===== src/rtl/hazard_ctrl_pkg.sv =====
// -----------------------------------------------------------------------------
// hazard_ctrl_pkg
// Shared types and constants for the pipeline hazard / fetch-miss controller.
//   fwd_sel_t      : per-source forwarding select (regfile, WB result, MEM value)
//   refill_state_t : I-cache refill sequencer states
//   X0_ADDR        : hard-wired zero register, never forwarded or hazarded on
// -----------------------------------------------------------------------------
package hazard_ctrl_pkg;

    typedef enum logic [1:0] {
        FWD_RF  = 2'b00,
        FWD_WB  = 2'b01,
        FWD_MEM = 2'b10
    } fwd_sel_t;

    typedef enum logic [1:0] {
        IDLE = 2'b00,
        REQ  = 2'b01,
        WAIT = 2'b10,
        FILL = 2'b11
    } refill_state_t;

    localparam logic [31:0] X0_ADDR = 32'd0;

endpackage


===== src/rtl/hazard_ctrl_fwd.sv =====
// -----------------------------------------------------------------------------
// fwd_sel_unit
// Single-source forwarding comparator. Picks the youngest in-flight producer of
// the execute-stage source register; the MEM stage is younger than WB and so
// wins when both match. Register x0 is never forwarded.
// Ports:
//   rs_addr      in  source register address in execute
//   rd_addr_mem  in  destination in memory stage
//   rd_addr_wb   in  destination in write-back stage
//   reg_we_mem   in  memory-stage register write enable
//   reg_we_wb    in  write-back register write enable
//   sel          out forwarding select (fwd_sel_t)
// -----------------------------------------------------------------------------
module fwd_sel_unit
    import hazard_ctrl_pkg::*;
#(
    parameter int REG_ADDR_W = 5
) (
    input  logic [REG_ADDR_W-1:0] rs_addr,
    input  logic [REG_ADDR_W-1:0] rd_addr_mem,
    input  logic [REG_ADDR_W-1:0] rd_addr_wb,
    input  logic                  reg_we_mem,
    input  logic                  reg_we_wb,
    output fwd_sel_t              sel
);

    localparam logic [REG_ADDR_W-1:0] X0_LOC = REG_ADDR_W'(X0_ADDR);

    logic rs_nonzero_s;

    // Priority compare: MEM first, then WB, otherwise read the register file.
    always_comb begin
        sel          = FWD_RF;
        rs_nonzero_s = (rs_addr != X0_LOC);
        if (reg_we_mem && (rd_addr_mem == rs_addr) && rs_nonzero_s) begin
            sel = FWD_MEM;
        end else if (reg_we_wb && (rd_addr_wb == rs_addr) && rs_nonzero_s) begin
            sel = FWD_WB;
        end else begin
            sel = FWD_RF;
        end
    end

endmodule


===== src/rtl/hazard_ctrl.sv =====
// -----------------------------------------------------------------------------
// hazard_ctrl
// Pipeline hazard and fetch-miss controller for the 5-stage core.
//   - Forwarding selects for NUM_SRC execute-stage source operands.
//   - Load-use detection against the decode-stage sources.
//   - I-cache refill sequencer (IDLE -> REQ -> WAIT -> FILL) with an AXI
//     request handshake and a saturating, sticky refill watchdog.
// All hazard outputs are combinational from the sequencer state and the
// inputs; every output reads 0 while i_arst is asserted.
// Optional build macro HAZARD_PERF_CNT_EN adds three saturating 32-bit
// performance counters (stall cycles, refill starts, redirect flushes).
// Ports:
//   i_clk, i_arst            clock, asynchronous active-high reset
//   i_rs_addr_dec/_exec      NUM_SRC packed source addresses (decode/execute)
//   i_rd_addr_exec/_mem/_wb  destination addresses per stage
//   i_reg_we_mem/_wb         register write enables
//   i_load_instr_exec        execute holds a load
//   i_pc_src_exec            taken redirect resolved in execute
//   i_icache_hit             fetch hits the I-cache
//   i_axi_ready/_done        AXI request accepted / refill block available
//   o_stall_fetch/_dec       hold PC / fetch-decode register
//   o_flush_dec/_exec        inject bubbles
//   o_forward                2 bits per source (00 RF, 01 WB, 10 MEM)
//   o_axi_start, o_instr_we  refill request valid / I-cache write
//   o_refill_timeout         sticky watchdog error
//   o_perf_*                 (HAZARD_PERF_CNT_EN only) performance counters
// -----------------------------------------------------------------------------
module hazard_ctrl
    import hazard_ctrl_pkg::*;
#(
    parameter int REG_ADDR_W = 5,
    parameter int NUM_SRC    = 2,
    parameter int TIMEOUT_W  = 8
) (
    input  logic                          i_clk,
    input  logic                          i_arst,
    input  logic [NUM_SRC*REG_ADDR_W-1:0] i_rs_addr_dec,
    input  logic [NUM_SRC*REG_ADDR_W-1:0] i_rs_addr_exec,
    input  logic [REG_ADDR_W-1:0]         i_rd_addr_exec,
    input  logic [REG_ADDR_W-1:0]         i_rd_addr_mem,
    input  logic [REG_ADDR_W-1:0]         i_rd_addr_wb,
    input  logic                          i_reg_we_mem,
    input  logic                          i_reg_we_wb,
    input  logic                          i_load_instr_exec,
    input  logic                          i_pc_src_exec,
    input  logic                          i_icache_hit,
    input  logic                          i_axi_ready,
    input  logic                          i_axi_done,
    output logic                          o_stall_fetch,
    output logic                          o_stall_dec,
    output logic                          o_flush_dec,
    output logic                          o_flush_exec,
    output logic [2*NUM_SRC-1:0]          o_forward,
    output logic                          o_axi_start,
    output logic                          o_instr_we,
    output logic                          o_refill_timeout
`ifdef HAZARD_PERF_CNT_EN
    ,
    output logic [31:0]                   o_perf_stall_cyc,
    output logic [31:0]                   o_perf_miss_cnt,
    output logic [31:0]                   o_perf_flush_cnt
`endif
);

    localparam logic [REG_ADDR_W-1:0] X0_LOC = REG_ADDR_W'(X0_ADDR);
    localparam logic [TIMEOUT_W-1:0]  WD_MAX = {TIMEOUT_W{1'b1}};
    localparam logic [TIMEOUT_W-1:0]  WD_ONE = TIMEOUT_W'(1);

    refill_state_t          state_r;
    refill_state_t          state_s;
    logic [TIMEOUT_W-1:0]   wd_r;
    logic [TIMEOUT_W-1:0]   wd_s;
    logic                   timeout_r;

    fwd_sel_t               fwd_sel_s [NUM_SRC];
    logic                   any_match_s;
    logic                   lu_s;
    logic                   miss_req_s;
    logic                   miss_stall_s;
    logic                   stall_raw_s;
    logic                   flush_raw_s;

    // One forwarding comparator per execute-stage source operand.
    for (genvar k = 0; k < NUM_SRC; k++) begin : g_fwd
        fwd_sel_unit #(
            .REG_ADDR_W (REG_ADDR_W)
        ) u_fwd (
            .rs_addr     (i_rs_addr_exec[k*REG_ADDR_W +: REG_ADDR_W]),
            .rd_addr_mem (i_rd_addr_mem),
            .rd_addr_wb  (i_rd_addr_wb),
            .reg_we_mem  (i_reg_we_mem),
            .reg_we_wb   (i_reg_we_wb),
            .sel         (fwd_sel_s[k])
        );
    end

    // Load-use and miss detection; a redirect suppresses a new refill request.
    always_comb begin
        any_match_s = 1'b0;
        for (int k = 0; k < NUM_SRC; k++) begin
            any_match_s = any_match_s |
                (i_rs_addr_dec[k*REG_ADDR_W +: REG_ADDR_W] == i_rd_addr_exec);
        end
        lu_s         = i_load_instr_exec && (i_rd_addr_exec != X0_LOC) && any_match_s;
        miss_req_s   = !i_icache_hit && !i_pc_src_exec;
        miss_stall_s = (state_r != IDLE) || miss_req_s;
        stall_raw_s  = (lu_s || miss_stall_s) && !i_pc_src_exec;
        flush_raw_s  = i_pc_src_exec;
    end

    // Refill sequencer next state; a redirect outside IDLE cannot occur and is ignored.
    always_comb begin
        state_s = state_r;
        case (state_r)
            IDLE: begin
                if (miss_req_s) state_s = REQ;
                else            state_s = IDLE;
            end
            REQ: begin
                if (i_axi_ready && i_axi_done) state_s = FILL;
                else if (i_axi_ready)          state_s = WAIT;
                else                           state_s = REQ;
            end
            WAIT: begin
                if (i_axi_done) state_s = FILL;
                else            state_s = WAIT;
            end
            FILL:    state_s = IDLE;
            default: state_s = IDLE;
        endcase
    end

    // Watchdog counts the cycle it is in, so it reads N during the Nth REQ/WAIT cycle.
    always_comb begin
        if ((state_s == REQ) || (state_s == WAIT)) begin
            if (wd_r == WD_MAX) wd_s = WD_MAX;
            else                wd_s = wd_r + WD_ONE;
        end else begin
            wd_s = {TIMEOUT_W{1'b0}};
        end
    end

    // Sequencer state, watchdog counter and sticky timeout flag.
    always_ff @(posedge i_clk or posedge i_arst) begin
        if (i_arst) begin
            state_r   <= IDLE;
            wd_r      <= {TIMEOUT_W{1'b0}};
            timeout_r <= 1'b0;
        end else begin
            state_r   <= state_s;
            wd_r      <= wd_s;
            timeout_r <= timeout_r | (wd_r == WD_MAX);
        end
    end

    // Output drive; everything is forced low while reset is held.
    always_comb begin
        o_stall_fetch    = 1'b0;
        o_stall_dec      = 1'b0;
        o_flush_dec      = 1'b0;
        o_flush_exec     = 1'b0;
        o_forward        = {(2*NUM_SRC){1'b0}};
        o_axi_start      = 1'b0;
        o_instr_we       = 1'b0;
        o_refill_timeout = 1'b0;
        if (!i_arst) begin
            o_stall_fetch    = stall_raw_s;
            o_stall_dec      = stall_raw_s;
            o_flush_dec      = flush_raw_s;
            o_flush_exec     = i_pc_src_exec || lu_s || miss_stall_s;
            for (int k = 0; k < NUM_SRC; k++) begin
                o_forward[2*k +: 2] = fwd_sel_s[k];
            end
            o_axi_start      = (state_r == REQ);
            o_instr_we       = (state_r == FILL);
            // The saturating cycle itself already reports the timeout.
            o_refill_timeout = timeout_r || (wd_r == WD_MAX);
        end else begin
            o_stall_fetch    = 1'b0;
        end
    end

`ifdef HAZARD_PERF_CNT_EN
    localparam logic [31:0] CNT_MAX = 32'hFFFF_FFFF;

    logic [31:0] perf_stall_r;
    logic [31:0] perf_miss_r;
    logic [31:0] perf_flush_r;

    // Saturating performance counters.
    always_ff @(posedge i_clk or posedge i_arst) begin
        if (i_arst) begin
            perf_stall_r <= 32'd0;
            perf_miss_r  <= 32'd0;
            perf_flush_r <= 32'd0;
        end else begin
            if (stall_raw_s && (perf_stall_r != CNT_MAX)) begin
                perf_stall_r <= perf_stall_r + 32'd1;
            end
            if ((state_r == IDLE) && (state_s == REQ) && (perf_miss_r != CNT_MAX)) begin
                perf_miss_r <= perf_miss_r + 32'd1;
            end
            if (flush_raw_s && (perf_flush_r != CNT_MAX)) begin
                perf_flush_r <= perf_flush_r + 32'd1;
            end
        end
    end

    assign o_perf_stall_cyc = perf_stall_r;
    assign o_perf_miss_cnt  = perf_miss_r;
    assign o_perf_flush_cnt = perf_flush_r;
`endif

endmodule

===== config.mk =====
export PLATFORM = sky130hd
export DESIGN_NAME = hazard_ctrl
export DESIGN_NICKNAME = d
export VERILOG_FILES = /design/src/rtl/hazard_ctrl_pkg.sv /design/src/rtl/hazard_ctrl_fwd.sv /design/src/rtl/hazard_ctrl.sv
export SDC_FILE = /design/constraint.sdc
export NUM_CORES = 1
export LEC_CHECK = 0
export ABC_AREA = 0
export BUFFER_PORTS_ARGS = -buffer_cell sky130_fd_sc_hd__buf_4
export CAP_MARGIN = 20
export CORE_MARGIN = 10
export CORE_UTILIZATION = 45
export CTS_BUF_LIST = sky130_fd_sc_hd__clkbuf_4 sky130_fd_sc_hd__clkbuf_8 sky130_fd_sc_hd__clkbuf_16
export DETAILED_ROUTE_END_ITERATION = 16
export GPL_TIMING_DRIVEN = 0
export PLACE_DENSITY_LB_ADDON = 0.05
export SYNTH_ARGS = -nofsm -noshare
export SYNTH_HDL_FRONTEND = slang
export SYNTH_SLANG_ARGS = --single-unit

===== constraint.sdc =====
create_clock -name i_clk -period 2.9 [get_ports i_clk]
set_clock_uncertainty 0.15 [all_clocks]
set_input_delay 0.87 -clock i_clk [delete_from_list [all_inputs] [get_ports i_clk]]
set_output_delay 0.87 -clock i_clk [all_outputs]
set_load 0.01 [all_outputs]

Word level (Yosys, flattened, before mapping)
Cells that the tools add are included.

storage, ports and cells
  register bits after elaboration = 11
  input bits = 44
  output and inout port bits = 11
  logic and storage cells = 62

operators by class
  add/sub/neg operators = 1
  equal/unequal tests = 12
  muxes and demuxes = 18
  bitwise gates (word level) = 2
  reduce and logical (&&, ||, !) cells = 26

operators by type and width
  kind                                           number
  == test 5 bit                                  6
  two-way mux 8 bit                              2
  nonzero test 5 bit                             3
  logical AND 1 bit                              13
  two-way mux 1 bit                              10
  adder 8 x 1 -> 8 bit, second input constant    1
  == test 8 bit, second input constant           1
  two-way mux 2 bit                              4
  one-hot mux 2 bit (4 select lines)             1
  == test 2 bit, second input constant           3
  logical OR 1 bit                               6
  == test 2 x 1 -> 1 bit, second input constant  2
  two-way mux 4 bit                              1
  zero test 1 bit                                2
  zero test 2 bit                                1
  OR 1 bit                                       2
  nonzero test 2 bit                             1

Logic depth before layout (Yosys ltp)
  depth in word-level cells = 7
  mapped depth = 5
  depth with buffers taken out = 5

Hierarchy
Synthesis repeated with hierarchy kept, for this count alone.

unflattened totals
  cells, all modules = 122
  area total of the unflattened synthesis = 1059.8 um^2

modules (own cells, without submodules)
  module        times used  cells each  area each (um^2)  sequential area each (um^2)
  hazard_ctrl   1           86          782.0             275.3
  fwd_sel_unit  2           18          138.9             0.0

Worst setup path before layout
No wires, ideal clock.

  path kind = input to output
  from = in i_rd_addr_exec[0]
  to = out o_stall_fetch
  arrival time = 1.947 ns
  data required time = 1.880 ns
  path slack = -0.067 ns
  stages on the path = 5
  path buffers = 1
  cells stage by stage = or4_1 o21ai_0 or3_1 o32ai_1 buf_4

on the way
  longest elaborated chain between the ends = 6
  elaborated cells between the ends (all ways) = 9
  those cells by class = 2 x eq/ne; 1 x mux; 1 x bitwise; 5 x reduce/logical

ends and longest elaborated chain
  item                                                        RTL line                                text
  start, declared                                             hazard_ctrl.sv:39                       input logic [REG_ADDR_W-1:0] i_rd_addr_exec,
  == test 5 bit / nonzero test 5 bit (equally long branches)  hazard_ctrl.sv:102, hazard_ctrl.sv:104
  OR 1 bit / logical AND 1 bit (equally long branches)        hazard_ctrl.sv:101, hazard_ctrl.sv:104
  logical AND 1 bit (*)                                       hazard_ctrl.sv:104                      lu_s = i_load_instr_exec && (i_rd_addr_exec != X0_LOC) && any_match_s;
  logical OR 1 bit (*)                                        hazard_ctrl.sv:107                      stall_raw_s = (lu_s || miss_stall_s) && !i_pc_src_exec;
  logical AND 1 bit (*)                                       hazard_ctrl.sv:107
  two-way mux 1 bit (*)                                       n/a
  end, declared                                               hazard_ctrl.sv:49                       output logic o_stall_fetch,

Mark *: on every way between the ends. The rest lies on a longest branch, timed or not.

Worst setup path after layout
  from = in i_rd_addr_exec[3]
  to = out o_stall_fetch

on the way
  longest elaborated chain between the ends = 6
  elaborated cells between the ends (all ways) = 9
  those cells by class = 2 x eq/ne; 1 x mux; 1 x bitwise; 5 x reduce/logical

ends and longest elaborated chain
  item                                                        RTL line                                text
  == test 5 bit / nonzero test 5 bit (equally long branches)  hazard_ctrl.sv:102, hazard_ctrl.sv:104
  OR 1 bit / logical AND 1 bit (equally long branches)        hazard_ctrl.sv:101, hazard_ctrl.sv:104
  logical AND 1 bit (*)                                       hazard_ctrl.sv:104
  logical OR 1 bit (*)                                        hazard_ctrl.sv:107
  logical AND 1 bit (*)                                       hazard_ctrl.sv:107
  two-way mux 1 bit (*)                                       hazard_ctrl.sv:166                      if (!i_arst) begin

Marks and branches as above.

==> impl_metrics.json <==
{
  "outcome": "finished with violations",
  "violations": "setup timing",
  "clk_path_buf_depth": 2,
  "final_util": 0.749,
  "routed-via-count": 1095,
  "netlist.area_leader.share": 0.264,
  "dr.pass1.iters": 4,
  "antenna_found_initial": 0,
  "rsz0062_at_grt": "true",
  "ff_latch_area_um2": 275,
  "yosysWarnings": 0,
  "pin_count": 55,
  "grtUsageTotal": 0.139,
  "use_met3": 0.0571,
  "critPathMaxFanout": 3,
  "drv_slew": 0,
  "p_clk_frac": 0.166,
  "postLayoutSetupSlackWorst_ns": -0.222,
  "wl_um": 3100,
  "coreArea_um2": 2210,
  "dpl.hpwl_um": 2560,
  "worstSetupStartpointType": "input pin",
  "ant_nets": 0,
  "total_power_uw": 633,
  "p_sw_uw": 237,
  "drtIter0Drc": 52,
  "start_util": 0.472,
  "period_share": 1.08,
  "grt_max_degree": 16,
  "pwr-share-seq": 0.320,
  "multi_input_area_um2": 769,
  "required_ns": 1.88,
  "synth_top_cell_by_area": "dfrtp_1",
  "clk_latency_ns": 0.27,
  "power_leakage_nw": 0.746,
  "place.gp.congestion": 0.793,
  "relSlewSlack": 0.726,
  "tightest_slew_ns": 0.411,
  "viasPerCell": 5.17,
  "whs_ns": 0.317,
  "rr_worst_depth": 4,
  "cts_tree": "built",
  "fin_crit_ns": 3.12,
  "cts.sinks": 11,
  "wl_per_cell_um": 14.6,
  "intPower_uw": 396,
  "dieArea_um2": 4650,
  "clk_pin_slew_ns": 0.07,
  "portBuffers": 54,
  "crit_arrival_ns": 2.10,
  "holdCritPathClass": "reg2reg",
  "n_antenna_cell": 0,
  "grt_pass1_vias": 1121,
  "grt_pass1_wl_um": 5050,
  "synthTopCellsByArea": "dfrtp_1 26%, xor2_1 13%, xnor2_1 13%",
  "grt-busiest-layer": "met2",
  "cts-root-buf": "clkbuf_4",
  "fmaxAchievable_ghz": 0.320,
  "use_met1": 0.150,
  "numCtsBuffers": 3,
  "pwr-share-comb": 0.514,
  "die_x_um": 68.2,
  "ir_drop_uv": 429,
  "gr-total-overflow": 0,
  "synth-seq-cells": 11,
  "synthCells": 119,
  "p_sw_frac": 0.375,
  "crit_type": "in2out",
  "worstHoldPathCells": 1,
  "ctsHtreeMaxLevel": 1,
  "maxCapViolCount": 0,
  "rows": 17,
  "die_h_um": 68.2,
  "drive_gt1_frac": 0.451,
  "yosysSeqAreaShare": 0.264,
  "syn_nets": 164,
  "power_density_nw_per_um2": 382,
  "syn_avg_cell_area_um2": 8.77,
  "fillers": 170,
  "worstSetupEndpointType": "output port",
  "tns_ns": -0.950,
  "syn_area_um2": 1040,
  "remaining_drc_errors": 0,
  "grtUsageMet2": 0.244,
  "layout.nets": 230,
  "synth.distinct_cells": 36,
  "hold_viol": 0,
  "area_growth_syn_to_layout_pct": 58.9,
  "setup-violations-final": 7
}
==> logic make-up (layout without fill, tap and decap cells) <==
kind of cell / count (synthesis) / after routing / share of synthesized area
adders and majority gates: 1 / 1 / 0.0120
and+or+nand+nor: 47 / 47 / 0.295
DFF: 11 / 11 / 0.264
buffers and inverters: 9 / 74 / 0.0384
xor gates and xnor gates: 31 / 31 / 0.260
AOI/OAI and AO/OA: 19 / 19 / 0.121
muxes: 1 / 1 / 0.00959
==> registers in the layout, summed over array words and instances, names as in the netlist <==
name       cells
timeout_r      1
wd_r           8
state_r        2
==> worst paths after layout <==
| path | startpoint | endpoint | slack [ns] |
|---|---|---|---|
| max in group asynchronous | i_arst | wd_r[7] | 1.97 |
| min | timeout_r | timeout_r | 0.32 |
| min in group asynchronous | i_arst | wd_r[3] | 0.43 |
| max reg2reg | state_r[1] | wd_r[6] | 1.26 |
| max | i_rd_addr_exec[3] | o_stall_fetch | -0.22 |
| min reg2reg | timeout_r | timeout_r | 0.32 |
==> cell usage in the layout, fill, tap and decap left out, types with 2 or more instances in the layout <==
cell	count
dfrtp_1	11
and4_1	2
nand4_1	4
and2_1	2
nor4_2	2
nor2_4	2
clkbuf_4	3
a21oi_1	8
nor3_1	5
buf_2	2
and3_1	2
nor2b_1	2
nand3_1	3
nand2_1	4
nor2_1	8
or3_1	2
xor2_1	16
buf_8	4
a211oi_1	2
nor4_4	2
buf_4	53
or4_4	3
buf_6	5
inv_1	5
xnor2_1	14
==> worst max-delay path, cell delays in order <==
cell and delay (ns):
buf_8 0.10, or4_4 0.52, o21ai_2 0.15, or3_1 0.13
o32ai_2 0.07, buf_4 0.15, buf_6 0.11
==> Yosys cell counts <==
library cell / count
nor2b_1: 2
a22oi_2: 1
buf_2: 2
o211ai_1: 1
nand3_1: 3
or3_1: 2
nand4_1: 4
a221oi_1: 1
inv_1: 6
or4_1: 1
o32ai_1: 1
a21oi_1: 8
and3_1: 2
nor2_1: 8
nand2b_1: 1
nor3_1: 5
o221ai_1: 1
xnor2_1: 15
a211oi_1: 2
or4_4: 2
mux2i_1: 1
buf_4: 1
xor2_1: 16
a22oi_1: 1
and2_1: 2
nand2_1: 4
and2_2: 1
o21ai_0: 2
ha_1: 1
nor4_1: 1
nor4_2: 4
nor2_4: 2
dfrtp_1: 11
and4_1: 2
nor3b_1: 1
a21o_1: 1
==> metal layers <==
metal,up-vias,routed length [um]
li1,553,-
met1,497,1170
met2,39,1610
met3,6,276
met4,0,47
met5,-,0
==> layout make-up <==
class | count | share of cell area
clock inverters | 1 | 0.00302
well taps | 28 | 0.0211
clock buffers | 3 | 0.0136
repair buffers | 61 | 0.306
inverters | 6 | 0.0158
plain buffers | 3 | 0.0106
multi-input cells | 99 | 0.464
flip-flops and latches | 11 | 0.166
==> metrics by stage <==
stage | area (um^2) | setup WS, ns | instances
6_report | 1660 | -0.222 | 212
5_1_grt | 1660 | -0.263 | 212
4_1_cts | 1620 | -0.254 | 209
3_5_place_dp | 1490 | -0.297 | 201
3_3_place_gp | 1490 | -0.281 | 201
2_1_floorplan | 1050 | -0.0138 | 119
==> power by group through the flow <==
stage / clock, mW / combinational (mW) / sequential [mW]
after floorplan: 0 / 0.192 / 0.201
after global placement: 0 / 0.305 / 0.204
after detailed placement: 0 / 0.310 / 0.205
after CTS: 0.109 / 0.325 / 0.203
after global routing: 0.122 / 0.364 / 0.206
final: 0.105 / 0.325 / 0.203
==> what timing repair did <==
| item | 4_1_cts | 5_1_grt |
|---|---|---|
| resized for setup | 17 | 3 |
| endpoints found under the setup margin | 7 | 9 |
| hold endpoints to repair | 0 | 0 |
| cloned | 0 | 0 |
| pin swaps | 3 | 6 |
| hold buffers | 0 | 0 |
| buffers inserted | 4 | 4 |
Note: power is estimated with default switching activity, not from simulation.
